`src/rtl/csr_sel_decoder.sv`:
```
// csr_sel_decoder
//   APB-style register select decoder. A transfer is a setup cycle, one wait
//   cycle and one ready cycle. The decoder produces a one-hot write strobe
//   (ready cycle only) and a one-hot read select (wait and ready cycles). It
//   returns read data from a flat bus of register contents, flags misses with
//   pslverr, and keeps a saturating count of error responses.
//
// Ports
//   i_clk, i_rst_n          clock, asynchronous active-low reset
//   i_en                    block enable, sampled at setup
//   i_psel, i_penable       APB phase controls
//   i_pwrite, i_paddr       direction and register address, latched at setup
//   i_rdata_bus             register k on [k*DATA_WIDTH +: DATA_WIDTH]
//   o_wr_sel, o_rd_sel      one-hot write strobe / read select
//   o_prdata                read data, valid in the ready cycle only
//   o_pready, o_pslverr     transfer complete / error response
//   o_err_cnt               saturating count of error responses
//
// state | meaning
// ------+-----------------------------------------------------------
// IDLE  | no transfer, waiting for a setup phase
// WAIT  | setup latched, expecting the enable phase
// RESP  | ready cycle: pready plus strobe, read data or error
module csr_sel_decoder #(
  parameter int ADDR_WIDTH = 3,
  parameter int NUM_REGS   = 8,
  parameter int DATA_WIDTH = 8
) (
  input  logic                           i_clk,
  input  logic                           i_rst_n,
  input  logic                           i_en,
  input  logic                           i_psel,
  input  logic                           i_penable,
  input  logic                           i_pwrite,
  input  logic [ADDR_WIDTH-1:0]          i_paddr,
  input  logic [NUM_REGS*DATA_WIDTH-1:0] i_rdata_bus,
  output logic [NUM_REGS-1:0]            o_wr_sel,
  output logic [NUM_REGS-1:0]            o_rd_sel,
  output logic [DATA_WIDTH-1:0]          o_prdata,
  output logic                           o_pready,
  output logic                           o_pslverr,
  output logic [7:0]                     o_err_cnt
);

  localparam logic [1:0] S_IDLE = 2'd0;
  localparam logic [1:0] S_WAIT = 2'd1;
  localparam logic [1:0] S_RESP = 2'd2;

  // One extra bit so NUM_REGS = 2**ADDR_WIDTH is representable.
  localparam logic [ADDR_WIDTH:0] REG_LIMIT = (ADDR_WIDTH+1)'(NUM_REGS);

  logic [1:0]            state;
  logic [ADDR_WIDTH-1:0] addr_q;
  logic                  write_q;
  logic                  hit_q;

  logic                  setup_ph;
  logic                  access_ph;
  logic                  hit_now;
  logic [NUM_REGS-1:0]   sel_now;
  logic [NUM_REGS-1:0]   sel_q;
  logic [DATA_WIDTH-1:0] rdata_q;

  assign setup_ph  = i_psel & ~i_penable;
  assign access_ph = i_psel & i_penable;
  assign hit_now   = i_en & ({1'b0, i_paddr} < REG_LIMIT);

  always_comb begin
    sel_now = '0;
    sel_q   = '0;
    rdata_q = '0;
    for (int k = 0; k < NUM_REGS; k++) begin
      sel_now[k] = (i_paddr == ADDR_WIDTH'(k));
      sel_q[k]   = (addr_q == ADDR_WIDTH'(k));
      if (addr_q == ADDR_WIDTH'(k)) begin
        rdata_q = i_rdata_bus[k*DATA_WIDTH +: DATA_WIDTH];
      end
    end
  end

  always_ff @(posedge i_clk or negedge i_rst_n) begin
    if (!i_rst_n) begin
      state     <= S_IDLE;
      addr_q    <= '0;
      write_q   <= 1'b0;
      hit_q     <= 1'b0;
      o_wr_sel  <= '0;
      o_rd_sel  <= '0;
      o_prdata  <= '0;
      o_pready  <= 1'b0;
      o_pslverr <= 1'b0;
      o_err_cnt <= '0;
    end else begin
      // Response outputs live for the ready cycle only.
      o_wr_sel  <= '0;
      o_prdata  <= '0;
      o_pready  <= 1'b0;
      o_pslverr <= 1'b0;
      case (state)
        S_IDLE, S_RESP: begin
          if (setup_ph) begin
            state    <= S_WAIT;
            addr_q   <= i_paddr;
            write_q  <= i_pwrite;
            hit_q    <= hit_now;
            o_rd_sel <= (hit_now && !i_pwrite) ? sel_now : '0;
          end else begin
            state    <= S_IDLE;
            o_rd_sel <= '0;
          end
        end
        S_WAIT: begin
          if (access_ph) begin
            state    <= S_RESP;
            o_pready <= 1'b1;
            if (hit_q) begin
              if (write_q) o_wr_sel <= sel_q;
              else         o_prdata <= rdata_q;
            end else begin
              // Counter moves together with the pslverr it counts.
              o_pslverr <= 1'b1;
              if (o_err_cnt != 8'hFF) o_err_cnt <= o_err_cnt + 8'd1;
            end
          end else begin
            state    <= S_IDLE;
            o_rd_sel <= '0;
          end
        end
        default: begin
          state    <= S_IDLE;
          o_rd_sel <= '0;
        end
      endcase
    end
  end

endmodule
```
`config.mk`:
```
export PLATFORM = sky130hd
export DESIGN_NAME = csr_sel_decoder
export DESIGN_NICKNAME = d
export VERILOG_FILES = /design/src/rtl/csr_sel_decoder.sv
export SDC_FILE = /design/constraint.sdc
export NUM_CORES = 1
export LEC_CHECK = 0
export CORE_MARGIN = 4
export CORE_UTILIZATION = 42
export CTS_BUF_LIST = sky130_fd_sc_hd__clkbuf_8
export CTS_CLUSTER_DIAMETER = 40
export DETAILED_ROUTE_END_ITERATION = 6
export GPL_TIMING_DRIVEN = 0
export PLACE_DENSITY_LB_ADDON = 0.25
export SKIP_LAST_GASP = 1
export SYNTH_ARGS = -nofsm -noshare
export SYNTH_HDL_FRONTEND = slang
export SYNTH_SLANG_ARGS = --single-unit
export TNS_END_PERCENT = 50
```
`constraint.sdc`:
```
create_clock -name i_clk -period 1.7 [get_ports i_clk]
set_input_delay 0.17 -clock i_clk [delete_from_list [all_inputs] [get_ports i_clk]]
set_output_delay 0.17 -clock i_clk [all_outputs]
set_load 0.005 [all_outputs]
```
Word-level counts from Yosys, hierarchy flattened
Index checks and enable logic that the tools add are counted.
{ "totals": {"ff_bits": 41, "latchBits": 0, "ram_bits": 0, "rom_bits": 0, "inputBits": 73, "out_inout_bits": 34, "word_cells": 69, "memories": 0} }
{ "classes": {"addsub": 1, "n_mul": 0, "div": 0, "n_lt_le_gt_ge": 0, "eq_ne": 18, "n_shift": 0, "n_mux": 28, "n_bitwise": 4, "n_reduce_logical": 8} }
{ "op_table": {"columns": ["operator", "n"], "rows": [
  ["two-way mux 8 bit", 19],
  ["== test 3 bit, second input constant", 8],
  ["case mux 8 bit (2 select lines)", 1],
  ["== test 3 x 2 -> 1 bit, second input constant", 4],
  ["adder 8 x 1 -> 8 bit, second input constant", 1],
  ["!= test 8 bit, second input constant", 1],
  ["== test 3 x 1 -> 1 bit, second input constant", 2],
  ["zero test 3 bit", 2],
  ["two-way mux 1 bit", 6],
  ["case mux 2 bit (2 select lines)", 1],
  ["AND reduction 4 bit", 1],
  ["AND 1 bit", 2],
  ["== test 2 x 1 -> 1 bit, second input constant", 1],
  ["== test 2 bit, second input constant", 1],
  ["zero test 2 bit", 1],
  ["two-way mux 2 bit", 1],
  ["!= test 2 bit, second input constant", 1],
  ["NOT 1 bit", 2],
  ["AND reduction 2 bit", 1],
  ["OR reduction 2 bit", 1],
  ["logical AND 1 bit", 1],
  ["zero test 1 bit", 1]
]} }

Logic depth before layout (Yosys ltp)
Gate-level depths: netlist of run 1.
{ "depth": {"depth_word": 13, "depth_mapped": 7, "ltp_nobuf": 4} }

Worst setup path before layout of run 1
Ideal clock, no wire load.
{ "synth_path": {"path_type": "register -> register", "start": "reg o_pready (netlist name)", "end": "reg o_err_cnt[5]", "setup_ps": 125, "t_arrival_ps": 1397, "t_required_ps": 1575, "path_slack_ps": 178, "stages_incl_launch_ff": 6, "n_path_buf": 1, "period_less_slack_ps": 1522, "path_cell_list": "dfrtp_1 and4b_1 buf_6 nor3b_4 and3_4 mux2_4"} }
{ "synth_lines": {"columns": ["element", "line_no", "rtl"], "rows": [
  ["end signal: assignment", "122", "if (o_err_cnt != 8'hFF) o_err_cnt <= o_err_cnt + 8'd1;"],
  ["end: declaration", "42", "output logic [7:0] o_err_cnt"]
]} }

==> results of run 1 <==
per-stage QoR:
stage | utilization, % | power (W) | hold slack [ps] | instance area [µm²]
6_report | 68.3 | 0.00281 | 6.53 | 3530
5_1_grt | 68.3 | 0.00298 | 60.6 | 3530
4_1_cts | 68.3 | 0.00284 | 22.4 | 3530
3_5_place_dp | 65.8 | 0.00200 | 337 | 3400
3_3_place_gp | 65.9 | 0.00199 | 465 | 3410
2_1_floorplan | - | 0.00162 | -126 | 2260
cell families after synthesis:
kind of cell,Yosys count,share of synthesized area (%)
AOI/OAI and AO/OA,40,14.3
xor gates and xnor gates,3,1.16
adders and majority gates,1,0.553
buffers and inverters,17,6.03
DFF,40,44.3
muxes,24,14.8
and+or+nand+nor,77,18.9
registers in the layout, indices dropped and copies added (netlist names):
name and count:
o_rd_sel 8, o_pslverr 1, hit_q 1, addr_q 3, o_wr_sel 8, o_err_cnt 8
o_pready 1, state 1, o_prdata 8, write_q 1
how the worst min path moves through the flow:
stage / slack, ps / to / startpoint
after floorplan: -130 / addr_q[0]$_DFFE_PN0P_ / i_rst_n
after global placement: 460 / o_rd_sel[7]$_DFFE_PN0N_ / o_rd_sel[7]$_DFFE_PN0N_
after detailed placement: 340 / o_err_cnt[3]$_DFFE_PN0P_ / i_rst_n
after CTS: 20 / write_q$_DFFE_PN0P_ / i_rst_n
after global routing: 60 / o_err_cnt[4]$_DFFE_PN0P_ / i_rst_n
final: 7 / write_q$_DFFE_PN0P_ / i_rst_n
layout by cell type (no fill, tap or decap), types with 5 or more instances in the layout:
master | synthesis | layout
mux2i_1 | 6 | 6
a21oi_1 | 6 | 6
nand2_1 | 15 | 15
buf_6 | 8 | 8
dfrtp_1 | 40 | 40
nand3_1 | 7 | 7
o21ai_0 | 6 | 6
clkdlybuf4s50_1 | 0 | 105
clkbuf_8 | 0 | 7
mux2_2 | 10 | 10
nor2_1 | 19 | 19
buf_2 | 4 | 5
nand2b_1 | 7 | 7
nor3_1 | 6 | 6
a2111oi_2 | 5 | 5
per-layer routing:
metal	part of all wire (%)	GRT usage [%]	vias to the layer above
met5	0	0	-
met2	51	31.8	73
met4	1.5	6.76	0
met3	5.6	3.77	11
met1	42	24.0	968
li1	-	-	971
where the power goes:
part	switching, W	internal (W)
clock	0.000313	0.000518
combinational	0.000395	0.000505
sequential	0.0000712	0.00101
worst reg2reg max path, stage by stage (launching register included):
cell	delay, ps
dfrtp_1	370
and4b_1	260
buf_6	120
nor3b_4	230
and3_4	210
mux2_4	290
cell type report:
cell class,instances,area (µm²)
fillers,393,1640
multi-input cells,145,1120
repair buffers,106,1060
flip-flops and latches,40,1000
plain buffers,14,125
clock buffers,7,96.3
well taps,70,87.6
clock inverters,1,30.0
inverters,3,11.3
==> impl_metrics.tcl, run 1 <==
set metrics [dict create \
    hold_buffers 0 \
    drive_gt1_share_pct 16.1 \
    status "completed" \
    grt_pass1_vias 2006 \
    clk_transition_reported_paths_ps 80 \
    yosysTopAreaCellShare_pct 44.3 \
    overflow 0 \
    gp_congestion 0.784 \
    cp-endpoint "o_err_cnt[5]$_DFFE_PN0P_" \
    cts_buffers 5 \
    cp.depth 5 \
    yosys_register_bits 40 \
    finalHoldViolCount 0 \
    fin_cells 386 \
    postSynthNetCount 276 \
    numPortBuffers 106 \
    cts.sinks 40 \
    synthTopCellsByCount "dfrtp_1 (40), nor2_1 (19), nand2_1 (15)" \
    rsz0062_at_grt "no" \
    r2r_start "o_pready$_DFF_PN0_" \
    slowest_stage "dfrtp_1" \
    yosysTopAreaCell "dfrtp_1" \
    post-dp-hpwl_um 4860 \
    crit_chain "and4b_1 -> buf_6 -> nor3b_4 -> and3_4 -> mux2_4" \
    die_w_um 81.4 \
    drv_cap 0 \
    clock_latency_ps 290 \
    period_share_pct 94.2 \
    crit_fanout 6 \
    area_growth_pct 56.2 \
    clockRootBuffer "clkbuf_8" \
    setup_violations 0 \
    synth_area_mm2 0.00226 \
    reg2reg_slack_ps 100 \
    synth_flop_cell "dfrtp_1" \
    drt-pass1-iter-count 4 \
    hold_path_class "in2async" \
    max_freq_mhz 625 \
    grt_util_all_layers_pct 18.9 \
    rr_worst_depth 5 \
    critPathRequiredTime_ps 1870 \
    initial_core_util_pct 43.7 \
    yosysMostFrequentCell "dfrtp_1" \
    async_reset_ff_share_pct 100 \
    ys_types 51 \
    wl_per_cell_um 16.0 \
    critPathBufInv 1 \
    vias 2023 \
    power.density_mw_per_mm2 796 \
    synth_edf_count 0 \
    setup_slack_ps 98.9 \
    pre_cts_ws_ps -156 \
    antenna_cells 0 \
    cts_tree "yes" \
    worst_pin_slew_ps 885 \
    fin_nets 389 \
    slew_viol_final 0 \
    start_kind "register" \
    drtIter0Drc 43 \
    critPathKind "reg2reg" \
    synth_seq_area_share_pct 44.3 \
    cp.arrival_ps 1770 \
    postRouteAntennaNets 0 \
    max-slew-margin-rel_pct 41.0 \
    htree_levels 2 \
    dieArea_mm2 0.00662 \
    fin_tns_setup_ps 0 \
    fin_crit_ps 1600 \
    grt_max_degree 41 \
    worst_r2r_endpoint "o_err_cnt[5]$_DFFE_PN0P_" \
    crit_path_end_kind "register" \
    rows 26 \
    via_per_inst 5.24 \
    path_delay_family "simple AND/OR/NAND/NOR gates" \
    slowest_delay_ps 370 \
    syn_inst 202 \
    core_mm2 0.00517 \
    place_inst 378 \
    antenna_found_initial 0 \
    clock_path_buffers 2 \
    synth_area_leaders "dfrtp_1 (44%), mux2_2 (5.0%), buf_6 (4.0%), a2111oi_2 (3.3%), nor2_1 (3.2%)" \
    synth_warnings 0 \
    die_h_um 81.4 \
    fin_skew_ps 7.99 \
    crit_start "o_pready$_DFF_PN0_" \
    post-cts-setup-buffer-count 0 \
    ir_worst_vdd_v 0.000550 \
    drcViolationCount 0 \
    cts_resized 0 \
    grt_pass1_wl_um 9550 \
    wl_um 6170 \
    syn_avg_cell_area_um2 11.2 \
    leakage_nw 1.45 \
    ios 107 \
]
No activity file was read; power rests on OpenSTA's default activity.
==> run 2: changes to the inputs <==
- CORE_UTILIZATION: 42 -> 56
- DONT_BUFFER_PORTS: unset -> 1
==> impl_metrics.tcl, run 2 (synthesis results as in run 1) <==
set metrics [dict create \
    status "completed" \
    worst_pin_slew_ps 364 \
    setup_violations 0 \
    drive_gt1_share_pct 24.1 \
    slowest_delay_ps 400 \
    fin_crit_ps 1620 \
    fin_tns_setup_ps 0 \
    wl_per_cell_um 20.6 \
    post-dp-hpwl_um 4260 \
    combPwrFrac_pct 25.6 \
    cts_resized 0 \
    max-slew-margin-rel_pct 75.7 \
    critPathRequiredTime_ps 1870 \
    setup_slack_ps 75.9 \
    start_kind "register" \
    clock_latency_ps 280 \
    wl_um 5360 \
    finalHoldViolCount 0 \
    clock_path_buffers 2 \
    p_clk_share_pct 31.9 \
    vias 1621 \
    area_growth_pct 9.57 \
    antenna_cells 0 \
    crit_path_end_kind "register" \
    rsz0062_at_grt "no" \
    postRouteAntennaNets 0 \
    post-cts-setup-buffer-count 0 \
    gp_congestion 0.851 \
    overflow 0 \
    htree_levels 2 \
    clockRootBuffer "clkbuf_8" \
    rows 22 \
    sequentialPowerShare_pct 42.5 \
    critPathKind "reg2reg" \
    drtIter0Drc 82 \
    die_w_um 71.5 \
    cts.sinks 40 \
    numPortBuffers 0 \
    ios 107 \
    hold_path_class "in2reg" \
    via_per_inst 6.23 \
    layout_common_cells "dfrtp_1 (40), nor2_1 (19), nand2_1 (15), mux2_2 (10), buf_6 (8)" \
    drt-pass1-iter-count 4 \
    fin_nets 285 \
    grt_max_degree 41 \
    dieArea_mm2 0.00512 \
    grt_pass1_wl_um 8490 \
    antenna_found_initial 0 \
    crit_chain "and4b_1 -> buf_6 -> nor3b_4 -> and3_4 -> mux2_4" \
    slowest_stage "dfrtp_1" \
    cts_buffers 5 \
    fin_cells 260 \
    cts_tree "yes" \
    final_common_cell "dfrtp_1" \
    slew_viol_final 0 \
    power.density_mw_per_mm2 1040 \
    p_int_w 0.00184 \
    die_h_um 71.5 \
    crit_fanout 6 \
    p_sw_share_pct 28.5 \
    period_share_pct 95.5 \
    fill_cells 288 \
    power.net_switching_w 0.000734 \
    hold_buffers 2 \
    fin_skew_ps 5.24 \
    place_inst 250 \
    core_mm2 0.00377 \
    cp.arrival_ps 1790 \
    drv_cap 0 \
    initial_core_util_pct 60.0 \
    drcViolationCount 0 \
    pre_cts_ws_ps 82.8 \
    grt_pass1_vias 1748 \
    ir_worst_vdd_v 0.000770 \
    grt_util_all_layers_pct 21.1 \
    clk_transition_reported_paths_ps 70 \
    max_freq_mhz 616 \
    leakage_nw 1.07 \
]
## run 2: area by class of cell
type | count | area [µm²] | share of cell area (%)
Clock inverter | 1 | 30.0 | 1.21
Tap cell | 48 | 60.1 | 2.42
Inverter | 3 | 11.3 | 0.455
Clock buffer | 7 | 96.3 | 3.89
Timing Repair Buffer | 2 | 30.0 | 1.21
Multi-Input combinational cell | 145 | 1120 | 45.4
Buffer | 14 | 125 | 5.05
Sequential cell | 40 | 1000 | 40.4
## run 2: worst max-delay path: cells and delay by family, from the launching register on
kind,cells,cell delay (ps)
and+or+nand+nor,3,710
muxes,1,300
buffers and inverters,1,120
DFF,1,400
## run 2: final timing paths
kind	to	slack [ps]	cells after the start	startpoint
worst min-delay path	hit_q$_DFFE_PN0P_	40	1	i_en
min in group asynchronous	o_err_cnt[6]$_DFFE_PN0P_	340	2	i_rst_n
worst min register to register	o_rd_sel[5]$_DFFE_PN0N_	510	2	o_rd_sel[5]$_DFFE_PN0N_
worst max register to register	o_err_cnt[5]$_DFFE_PN0P_	80	5	o_pready$_DFF_PN0_
worst max-delay path	o_err_cnt[5]$_DFFE_PN0P_	80	5	o_pready$_DFF_PN0_
max in group asynchronous	addr_q[0]$_DFFE_PN0P_	1170	2	i_rst_n
## run 2: metrics by stage
stage	util (%)	hold slack (ps)	power [W]	instance area, µm²
CTS	65.7	31.7	0.00259	2480
finish	65.7	37.0	0.00257	2480
global placement	61.5	-125	0.00171	2320
floorplan	-	-126	0.00162	2260
global route	65.7	24.5	0.00271	2480
detailed placement	61.5	-125	0.00174	2320
## run 2: power by group through the flow
| stage | clock (W) | sequential (W) | combinational [W] |
|---|---|---|---|
| global placement | 0 | 0.00110 | 0.000609 |
| floorplan | 0 | 0.00109 | 0.000529 |
| CTS | 0.000836 | 0.00109 | 0.000658 |
| detailed placement | 0 | 0.00111 | 0.000629 |
| global route | 0.000889 | 0.00110 | 0.000716 |
| finish | 0.000820 | 0.00109 | 0.000658 |
## run 2: metal layers
metal	up-vias	GRT usage, %	part of all wire, %
li1	758	-	-
met5	-	0	0
met1	802	25.8	40
met3	4	7.85	7.8
met2	57	35.6	52
met4	0	4.59	0.60
==> run 3: changes to the inputs <==
- clock period: 1.7 -> 1.9 ns (I/O delays scaled with it)
==> results of run 3 <==
The final DEF is identical to that of run 2. Status: completed.
Among the figures that moved: setup slack after placement 82.8 ps -> 283 ps; setup slack after layout 75.9 ps -> 276 ps; hold slack 37.0 ps -> 57.0 ps; register-to-register setup slack 80 ps -> 280 ps; total power 0.00257 W -> 0.00230 W; worst IR drop on VDD 0.000770 V -> 0.000689 V
